--- src/rtl/dadda_final_cpa.sv ---
// dadda_final_cpa: multi-cycle chunked carry-propagate adder resolving Dadda sum/carry rows.
// Define DADDA_CPA_COUT_EN to expose the final carry on out_cout.
module dadda_final_cpa #(
    parameter int WIDTH = 64,
    parameter int CHUNK = 16
) (
    input  logic             clk,
    input  logic             rst_n,
    input  logic             in_valid,
    output logic             in_ready,
    input  logic [WIDTH-1:0] sum_row,
    input  logic [WIDTH-1:0] carry_row,
    output logic             out_valid,
    input  logic             out_ready,
    output logic [WIDTH-1:0] out_sum
`ifdef DADDA_CPA_COUT_EN
    ,
    output logic             out_cout
`endif
);
    localparam int NCH = WIDTH / CHUNK;
    localparam int CW  = NCH > 1 ? $clog2(NCH) : 1;

    typedef enum logic [1:0] {IDLE, ADD, DONE} state_t;

    state_t           state_q;
    logic [WIDTH-1:0] a_q, b_q, sum_q;
    logic [CW-1:0]    cnt_q;
    logic             carry_q;
    logic [CHUNK:0]   add_d;

    assign add_d = {1'b0, a_q[cnt_q*CHUNK +: CHUNK]} + {1'b0, b_q[cnt_q*CHUNK +: CHUNK]}
                 + {{CHUNK{1'b0}}, carry_q};
    assign in_ready  = state_q == IDLE;
    assign out_valid = state_q == DONE;
    assign out_sum   = sum_q;

`ifdef DADDA_CPA_COUT_EN
    logic cout_q;
    assign out_cout = cout_q;
`endif

    always_ff @(posedge clk or negedge rst_n) begin
        if (!rst_n) begin
            state_q <= IDLE;
            a_q     <= '0;
            b_q     <= '0;
            sum_q   <= '0;
            cnt_q   <= '0;
            carry_q <= 1'b0;
`ifdef DADDA_CPA_COUT_EN
            cout_q  <= 1'b0;
`endif
        end else begin
            case (state_q)
                IDLE: if (in_valid) begin
                    a_q     <= sum_row;
                    b_q     <= carry_row;
                    cnt_q   <= '0;
                    carry_q <= 1'b0;
`ifdef DADDA_CPA_COUT_EN
                    cout_q  <= 1'b0;
`endif
                    state_q <= ADD;
                end
                ADD: begin
                    sum_q[cnt_q*CHUNK +: CHUNK] <= add_d[CHUNK-1:0];
                    carry_q <= add_d[CHUNK];
                    cnt_q   <= cnt_q + 1'b1;
                    if (cnt_q == CW'(NCH - 1)) begin
                        state_q <= DONE;
`ifdef DADDA_CPA_COUT_EN
                        cout_q  <= add_d[CHUNK];
`endif
                    end
                end
                DONE: if (out_ready) state_q <= IDLE;
                default: state_q <= IDLE;
            endcase
        end
    end
endmodule

--- config.mk ---
export PLATFORM = sky130hd
export DESIGN_NAME = dadda_final_cpa
export DESIGN_NICKNAME = d
export VERILOG_FILES = /design/src/rtl/dadda_final_cpa.sv
export SDC_FILE = /design/constraint.sdc
export NUM_CORES = 1
export LEC_CHECK = 0
export ABC_AREA = 0
export ABC_CLOCK_PERIOD_IN_PS = 3100
export CORE_ASPECT_RATIO = 1.75
export CORE_UTILIZATION = 45
export DETAILED_ROUTE_END_ITERATION = 10
export PLACE_DENSITY = 0.83
export REMOVE_ABC_BUFFERS = 1
export SLEW_MARGIN = 20
export SYNTH_ARGS = -nofsm -noshare
export SYNTH_HDL_FRONTEND = slang
export SYNTH_SLANG_ARGS = --single-unit
--- constraint.sdc ---
create_clock -name clk -period 3.1 [get_ports clk]
set_input_delay 0.465 -clock clk [delete_from_list [all_inputs] [get_ports clk]]
set_output_delay 0.465 -clock clk [all_outputs]
set_load 0.03 [all_outputs]
==> out/results.ini, run 1 <==
[outcome]
outcome = complete, no violations

[clocking]
cts_tree = built
cts.sinks = 197
htree_levels = 4
clk_latency_ns = 0.43
clockRootBuffer = clkbuf_16
numCtsBuffers = 17
clk_pin_slew_ns = 0.07
clk_path_buf_depth = 2
holdBufCountCts = 0

[timing]
layout_setup_ws_ns = 0.0546
finalMaxSlewViolations = 0
hold_viol = 0
hold_ws_ns = 0.0403
fmax_ghz = 0.328
finalCritPeriodShare_pct = 98.2
setup_tns_ns = 0
rsz0062_at_grt = true
period_needed_ns = 3.05
worst-slew-pin-transition_ns = 0.946
fin_skew_ns = 0.0101
relSlewSlack_pct = 36.7
setup_viol = 0

[global_routing]
grt_max_degree = 86
grt_pass1_vias = 7261
grt_util_met1_pct = 27.2
use_met3_pct = 3.36
gr-usage-all-layers_pct = 23.5
met2_usage_pct = 41.9
grt_pass1_wl_mm = 36.7
top_usage_layer = met2
grt_overflow = 0
antenna_found_initial = 0

[layout]
diodes = 0
post-route-util_pct = 60.6
drive_above_1_share_pct = 11.6
area_growth_pct = 32.8
final_nets = 1231
layout_common_cells = nand2_1, clkdlybuf4s50_1, dfrtp_1, a22o_1, mux4_2
layout_commonest_cell = nand2_1

[worst_setup_path]
critPathLaunchType = flop
end_kind = flop
crit_type = flop to flop
worstPathArrival_ns = 3.36
crit_fanout = 4
worstPathRequired_ns = 3.41

[power_and_ir_drop]
power.density_nw_per_um2 = 1230
total_power_mw = 14.6
power.leakage_nw = 5.70
vdd_drop_max_mv = 0.657

[detailed_routing]
drc_errors = 0
first_pass_iters = 5
totalWireLength_mm = 22.8
routed-via-count = 7114
vias_per_cell = 5.33
drtIter0Drc = 445
ant_nets = 0
avgRoutedWirePerCell_um = 17.1

[yosys]
synth_area_per_cell_um2 = 10.2
synth-async-reset-ratio_pct = 100
yosysSeqAreaShare_pct = 55.0
ys_warn_count = 0
ys_ff_latch = 197
synth_area_um2 = 8970
synth_flop_cell = dfrtp_1
syn_inst = 882
synthDistinctLibCells = 48
synth-edff-count = 0

[die]
rows = 68
io_pins = 198
start_util_pct = 45.6
dieHeight_um = 189
die-area_um2 = 20500
die_x_um = 109
core_um2 = 19700

[placement]
post-place-ws_ns = -0.0523
port_buffers = 197
dp_hpwl_mm = 17.0
gp_congestion = 0.927

[hold_path]
hp-class = primary input to async pin

[job]
maxCapViolations = 0

## sequential cells by signal, summed over array words and instances, names as in the netlist
name / flops
a_q: 64
b_q: 64
carry_q: 1
cnt_q: 2
out_sum: 64
state_q: 2
## path summary, 6_finish.rpt
kind / start / end / slack [ns] / depth (start not counted)
worst min-delay path: rst_n / state_q[1] / 0.04 / 1
worst max register to register: cnt_q[0] / out_sum[46] / 0.05 / 9
worst max-delay path: cnt_q[0] / out_sum[46] / 0.05 / 9
max in group asynchronous: rst_n / a_q[47] / 2.21 / 2
worst min register to register: b_q[46] / b_q[46] / 0.48 / 2
min in group clk: b_q[46] / b_q[46] / 0.48 / 2
## layout make-up
cell class,instances,area (um2)
clock buffer,17,425
clock inverter,14,169
fill,1608,7740
inverter,6,22.5
multi-input combinational,633,3810
sequential,197,4930
tap,245,307
timing repair buffer,222,2250
## metrics by stage
step | area, um2 | std cells
after global placement | 11200 | 1302
after CTS | 11800 | 1333
after floorplan | 8700 | 836
after detailed placement | 11200 | 1302
after global routing | 11900 | 1334
final | 11900 | 1334
## cells in the mapped netlist, types with 2 or more instances
cell	number	area, um2
a21o_1	3	22.5
a21o_2	2	17.5
a21oi_1	12	60.1
a22o_1	44	385
a31o_2	3	26.3
a31oi_1	2	12.5
and2_1	4	25.0
buf_1	2	7.51
buf_2	6	30.0
clkbuf_1	28	105
clkbuf_8	8	110
dfrtp_1	197	4930
fa_1	2	40.0
ha_1	20	250
inv_1	6	22.5
mux4_2	32	721
nand2_1	413	1550
nand2_2	5	31.3
nand2b_1	5	31.3
nand3_1	6	30.0
nand4_1	2	12.5
nor2_1	13	48.8
nor2b_1	2	12.5
nor3_1	3	15.0
o21ai_0	19	95.1
o21ai_1	7	35.0
o21ai_2	2	17.5
o31ai_1	2	15.0
or3_1	3	18.8
xnor2_1	11	96.3
## routing by layer
layer  part of all wire [%]  vias up
met2                     54      251
met4                    4.2        0
li1                       -     3323
met5                      0        -
met1                     38     3486
met3                    3.3       54
## power breakdown
part | switching, mW | leakage [nW] | internal [mW]
logic | 4.70 | 2.89 | 3.45
registers | 0.620 | 2.53 | 3.64
clock network | 1.02 | 0.287 | 1.21
## worst max-delay path, stage by stage (launching register included)
cell	delay [ns]
dfrtp_2	0.43
mux4_2	0.54
fa_2	0.44
fa_2	0.36
a21o_2	0.21
a31o_1	0.21
a22oi_2	0.23
o21ai_2	0.11
xor2_2	0.18
a22o_1	0.22
## what timing repair did
item / in CTS / in global routing
pin swaps: 0 / 5
gates resized for setup: 3 / 15
endpoints found under the setup margin: 18 / 33
setup buffers: 0 / 1
## kinds of logic after synthesis
kind of cell	share of synthesized area, %
mux	8.03
fa+ha+maj	3.24
buf+inv	3.28
compound gates	9.16
xor+xnor	1.26
flops	55.0
simple gates	20.1
No activity file was read; power rests on OpenSTA's default activity.
==> run 2, diff against run 1 <==
--- a/config.mk
+++ b/config.mk
@@ -6,11 +6,11 @@
 export NUM_CORES = 1
 export LEC_CHECK = 0
 export ABC_AREA = 0
-export ABC_CLOCK_PERIOD_IN_PS = 3100
+export ABC_CLOCK_PERIOD_IN_PS = 3960
 export CORE_ASPECT_RATIO = 1.75
 export CORE_UTILIZATION = 45
 export DETAILED_ROUTE_END_ITERATION = 10
-export PLACE_DENSITY = 0.83
+export PLACE_DENSITY = 0.8
 export REMOVE_ABC_BUFFERS = 1
 export SLEW_MARGIN = 20
 export SYNTH_ARGS = -nofsm -noshare
==> constraint.sdc (replaced) <==
create_clock -name clk -period 3.96 [get_ports clk]
set_input_delay 0.594 -clock clk [delete_from_list [all_inputs] [get_ports clk]]
set_output_delay 0.594 -clock clk [all_outputs]
set_load 0.03 [all_outputs]
==> run 2 against run 1 <==
Critical path depth stayed put; clock power decreased by 26%; core utilization is 1.2 points lower; largest power group unchanged; highest routed layer unchanged.
==> out/results.ini, run 2 (same netlist as run 1, synthesis figures left out) <==
[clocking]
clk_path_buf_depth = 2  ; unchanged
cts_resized = 0  ; -3
clockRootBuffer = clkbuf_16
cts_tree = built
clk_pin_slew_ns = 0.07  ; about the same
cts.sinks = 197  ; unchanged
numCtsBuffers = 17  ; unchanged
cts_setup_buffers = 0  ; unchanged
holdBufCountCts = 0  ; unchanged
htree_levels = 4  ; unchanged
clk_latency_ns = 0.43  ; about the same

[layout]
area_growth_pct = 30.2
drive_above_1_share_pct = 9.48  ; -2.1 points
final_area_um2 = 11700  ; -1.9%
layout_common_cells = nand2_1, clkdlybuf4s50_1, dfrtp_1, a22o_1, mux4_2
layout_commonest_cell = nand2_1
final_nets = 1217  ; -1.1%

[timing]
hold_ws_ns = 0.251  ; +0.211 ns
relSlewSlack_pct = 30.4  ; -6.3 points
worst-slew-pin-transition_ns = 1.04  ; +0.0940 ns
period_needed_ns = 3.21  ; +0.168 ns
fmax_ghz = 0.311  ; -5.2%
hold_viol = 0  ; unchanged
rsz0062_at_grt = false
setup_viol = 0  ; unchanged
finalMaxSlewViolations = 0  ; unchanged
fin_skew_ns = 0.0118  ; +0.00173 ns
setup_tns_ns = 0  ; unchanged
finalCritPeriodShare_pct = 81.1  ; -17 points

[power_and_ir_drop]
total_power_mw = 10.9  ; -25%
vdd_drop_max_mv = 0.431  ; -34%
power.leakage_nw = 5.58  ; -2.0%
power.density_nw_per_um2 = 935  ; -24%

[die]
core_um2 = 19700  ; unchanged
io_pins = 198  ; unchanged
die-area_um2 = 20500  ; unchanged
die_x_um = 109  ; unchanged
start_util_pct = 45.6  ; unchanged
rows = 68  ; unchanged
dieHeight_um = 189  ; unchanged

[worst_setup_path]
worstPathRequired_ns = 4.25  ; +0.84 ns
crit_type = flop to flop
end_kind = flop
worstPathArrival_ns = 3.51  ; +0.15 ns
crit_fanout = 4  ; unchanged
critPathLaunchType = flop

[global_routing]
grt_pass1_vias = 7070  ; -2.6%
grt_overflow = 0  ; unchanged
gr-usage-all-layers_pct = 23.5  ; about the same
antenna_found_initial = 1  ; +1
grt_pass1_wl_mm = 36.3  ; -1.1%
grt_max_degree = 131  ; +52%

[placement]
dp_hpwl_mm = 16.5  ; -3.1%
gp_congestion = 0.884  ; -4.6%
port_buffers = 197  ; unchanged
place_area_um2 = 11100  ; -1.2%

[detailed_routing]
first_pass_iters = 5  ; unchanged
vias_per_cell = 5.29  ; -0.79%
wl_met1_mm = 8.61  ; -1.0%
drtIter0Drc = 454  ; +2.0%
routed-via-count = 6994  ; -1.7%
dr_wl_met2_mm = 12.4  ; -0.15%
totalWireLength_mm = 22.7  ; -0.43%
ant_nets = 0  ; unchanged
drc_errors = 0  ; unchanged
top_layer = met4
wl_met3_um = 741  ; -1.2%
avgRoutedWirePerCell_um = 17.2  ; +0.47%

[hold_path]
hp-class = primary input to async pin

[outcome]
outcome = complete, no violations

[job]
maxCapViolations = 0  ; unchanged

[run 2: cell count changes in the layout (fill, tap and decap cells not counted), sizes merged]
cell / before / now
buf: 25 / 12
clkinv: 5 / 8
bufinv: 2 / 0
clkinvlp: 2 / 1
diode: 0 / 1
[run 2: metrics by stage]
stage	instances	worst slack, ns	util [%]
finish	1322	0.747	59.4
global route	1322	0.537	59.4
CTS	1321	0.738	59.4
detailed placement	1289	0.783	56.6
global placement	1289	0.820	56.6
floorplan	836	-0.220	-
[run 2: final timing paths]
path	start	to	slack [ns]	cells past startpoint
worst max-delay path	cnt_q[0]	out_sum[10]	0.75	9
worst min-delay path	rst_n	b_q[25]	0.25	1
worst max register to register	cnt_q[0]	out_sum[10]	0.75	9
worst min register to register	b_q[32]	b_q[32]	0.47	2
max in group asynchronous	rst_n	a_q[20]	2.73	2
min in group clk	b_q[32]	b_q[32]	0.47	2
[run 2: final cells by class]
cell class,count,area (um2)
repair buffers,208,2100
clock buffers,18,439
multi-input cells,633,3760
clock inverters,14,121
diodes,1,2.50
flip-flops and latches,197,4930
fillers,1587,7970
well taps,245,307
inverters,6,22.5
[run 2: worst max-delay path: stages (launching register included)]
cell      delay (ns)
dfrtp_2         0.42
mux4_2          0.53
fa_1            0.52
fa_1            0.44
a21o_2          0.23
a31o_1          0.26
a21boi_2        0.18
o21ai_1         0.10
xnor2_1         0.26
o21ai_0         0.15
[run 2: per-layer routing]
| metal | track usage [%] | up-vias |
|---|---|---|
| li1 | - | 3301 |
| met2 | 40.9 | 223 |
| met4 | 13.2 | 0 |
| met3 | 2.87 | 48 |
| met1 | 27.6 | 3422 |
| met5 | 0 | - |
[run 2: report_power, final]
group | internal (mW) | leakage (nW) | switching (mW)
registers | 2.85 | 2.53 | 0.467
clock network | 0.842 | 0.279 | 0.801
logic | 2.41 | 2.78 | 3.56
==> run 3, diff against run 2 <==
--- a/config.mk
+++ b/config.mk
@@ -6,11 +6,11 @@
 export NUM_CORES = 1
 export LEC_CHECK = 0
 export ABC_AREA = 0
-export ABC_CLOCK_PERIOD_IN_PS = 3960
+export ABC_CLOCK_PERIOD_IN_PS = 2700
 export CORE_ASPECT_RATIO = 1.75
 export CORE_UTILIZATION = 45
 export DETAILED_ROUTE_END_ITERATION = 10
-export PLACE_DENSITY = 0.8
+export PLACE_DENSITY = 0.83
 export REMOVE_ABC_BUFFERS = 1
 export SLEW_MARGIN = 20
 export SYNTH_ARGS = -nofsm -noshare
==> constraint.sdc (replaced) <==
create_clock -name clk -period 2.7 [get_ports clk]
set_input_delay 0.405 -clock clk [delete_from_list [all_inputs] [get_ports clk]]
set_output_delay 0.405 -clock clk [all_outputs]
set_load 0.03 [all_outputs]
==> run 3 against run 2 <==
The run now ends with negative setup slack left; non-clock buffer count increased by 58; wire length grew 15%; sequential cell count stayed put; first-iteration DRC count grew 7.0%; die area is the same; critical path depth stayed put; combinational power grew 110%; clock power up 55%; sequential share of layout area fell by 3.2 points; clock skew grew 0.0037 ns; power rose by 83%; sequential power grew 48%; critical path type unchanged; largest power group unchanged; highest routed layer unchanged.
==> out/results.ini, run 3 (same netlist as run 1, synthesis figures left out) <==
[worst_setup_path]
worstPathArrival_ns = 3.46  ; -0.05 ns
r2r_slack_ns = -0.45  ; -1.19 ns
critPathLaunchType = flop
crit_start = cnt_q[0]
end_kind = flop
cpMostUsedCell = fa_2
reg2reg_to = out_sum[46]
cp_slowest_cell = mux4_2
regToRegStartpoint = cnt_q[0]
r2r_cells = 9  ; unchanged
max_stage_delay_ns = 0.53  ; about the same
worstPathRequired_ns = 3.01  ; -1.24 ns
cp_cell_sequence = mux4_2 -> fa_2 -> fa_2 -> a21o_4 -> a31o_1 -> a22oi_2 -> o21ai_2 -> xor2_2 -> a22o_1
crit_type = flop to flop
endpoint = out_sum[46]
crit_fanout = 4  ; unchanged

[timing]
fin_skew_ns = 0.0154  ; +0.00366 ns
rsz0062_at_grt = true
finalCritPeriodShare_pct = 116  ; +35 points
layout_setup_ws_ns = -0.445  ; -1.19 ns
setup_viol = 45  ; +45
worst-slew-pin-transition_ns = 0.715  ; -0.325 ns
fmax_ghz = 0.318  ; +2.2%
setup_tns_ns = -12.26  ; -12.26 ns
period_needed_ns = 3.15  ; -0.0679 ns
hold_viol = 0  ; unchanged
finalMaxSlewViolations = 0  ; unchanged
relSlewSlack_pct = 52.0  ; +22 points

[detailed_routing]
ant_nets = 0  ; unchanged
first_pass_iters = 5  ; unchanged
drtIter0Drc = 486  ; +7.0%
vias_per_cell = 5.48  ; +3.7%
drc_errors = 0  ; unchanged
routed-via-count = 7569  ; +8.2%
avgRoutedWirePerCell_um = 18.9  ; +9.9%
totalWireLength_mm = 26.0  ; +15%

[clocking]
cts.sinks = 197  ; unchanged
clk_path_buf_depth = 2  ; unchanged
numCtsBuffers = 17  ; unchanged
clk_latency_ns = 0.43  ; about the same
cts_tree = built
clk_pin_slew_ns = 0.07  ; about the same
htree_levels = 4  ; unchanged
holdBufCountCts = 0  ; unchanged
clockRootBuffer = clkbuf_16

[global_routing]
grt_pass1_vias = 7736  ; +9.4%
antenna_found_initial = 1  ; unchanged
gr-usage-all-layers_pct = 25.8  ; +2.3 points
grt_max_degree = 86  ; -34%
grt_pass1_wl_mm = 39.9  ; +9.7%
grt_overflow = 0  ; unchanged

[die]
core_um2 = 19700  ; unchanged
rows = 68  ; unchanged
io_pins = 198  ; unchanged
start_util_pct = 45.6  ; unchanged
dieHeight_um = 189  ; unchanged
die_x_um = 109  ; unchanged
die-area_um2 = 20500  ; unchanged

[placement]
port_buffers = 197  ; unchanged
gp_congestion = 0.956  ; +8.1%
dp_hpwl_mm = 17.3  ; +4.9%
placed_cells = 1328  ; +3.0%
post-place-ws_ns = -0.435  ; -1.22 ns

[power_and_ir_drop]
power.density_nw_per_um2 = 1580  ; +69%
vdd_drop_max_mv = 1.01  ; +140%
power.leakage_nw = 5.98  ; +7.2%
total_power_mw = 20.0  ; +83%

[hold_path]
hp-class = primary input to async pin

[outcome]
outcome = complete, but fails checks
failed_checks = negative setup slack

[job]
maxCapViolations = 0  ; unchanged

[layout]
final_nets = 1275  ; +4.8%
area_growth_pct = 41.0
fin_cells = 1380  ; +4.4%
drive_above_1_share_pct = 17.5  ; +8.1 points
layout_common_cells = nand2_1, clkdlybuf4s50_1, dfrtp_1, buf_4, a22o_1
layout_commonest_cell = nand2_1
post-route-util_pct = 64.4  ; +4.9 points

-- run 3: per-layer routing --
metal  GRT usage [%]  vias up  share of wire (%)
met1            28.7     3713                 35
li1                -     3421                  -
met2            44.8      337                 54
met3            3.25       98                4.5
met4            18.1        0                6.5
met5               0        -                  0
-- run 3: per-stage QoR --
| step | hold slack [ns] | instance area [um2] |
|---|---|---|
| after floorplan | 0.109 | 8700 |
| after global placement | 0.453 | 11400 |
| after global routing | 0.0837 | 12600 |
| after detailed placement | 0.457 | 11400 |
| final | 0.0318 | 12600 |
| after CTS | 0.0536 | 12500 |
-- run 3: cell type report --
class | count | area [um2]
diodes | 1 | 2.50
clock buffers | 19 | 453
clock inverters | 13 | 139
fillers | 1405 | 7010
inverters | 6 | 22.5
multi-input cells | 633 | 4120
flip-flops and latches | 197 | 4930
well taps | 245 | 307
repair buffers | 266 | 2680
-- run 3: timing repair --
item | CTS | global route
setup buffers | 8 | 10
gates cloned | 3 | 0
gates resized for setup | 53 | 25
setup endpoints to repair | 49 | 53
pin swaps | 31 | 26
-- run 3: power by group --
group          total [mW]  switching, mW  internal [mW]  leakage (nW)
combinational        12.5           6.71           5.84          3.17
clock                2.54           1.19           1.36         0.287
sequential           4.91          0.736           4.18          2.53
total                20.0           8.63           11.4          5.98
-- run 3: worst max-delay path, delay by kind of cell (launching register included) --
family,cells,cell delay [ns]
compound gates,5,1.02
xor+xnor,1,0.20
fa+ha+maj,2,0.84
flops,1,0.44
mux,1,0.53
-- run 3: worst min path at each step --
stage	endpoint	slack, ns	cells after the start
after floorplan	a_q[0]	0.11	0
after global placement	a_q[55]	0.45	2
after detailed placement	b_q[62]	0.46	2
after CTS	b_q[47]	0.05	1
after global routing	b_q[48]	0.08	1
final	b_q[48]	0.03	1
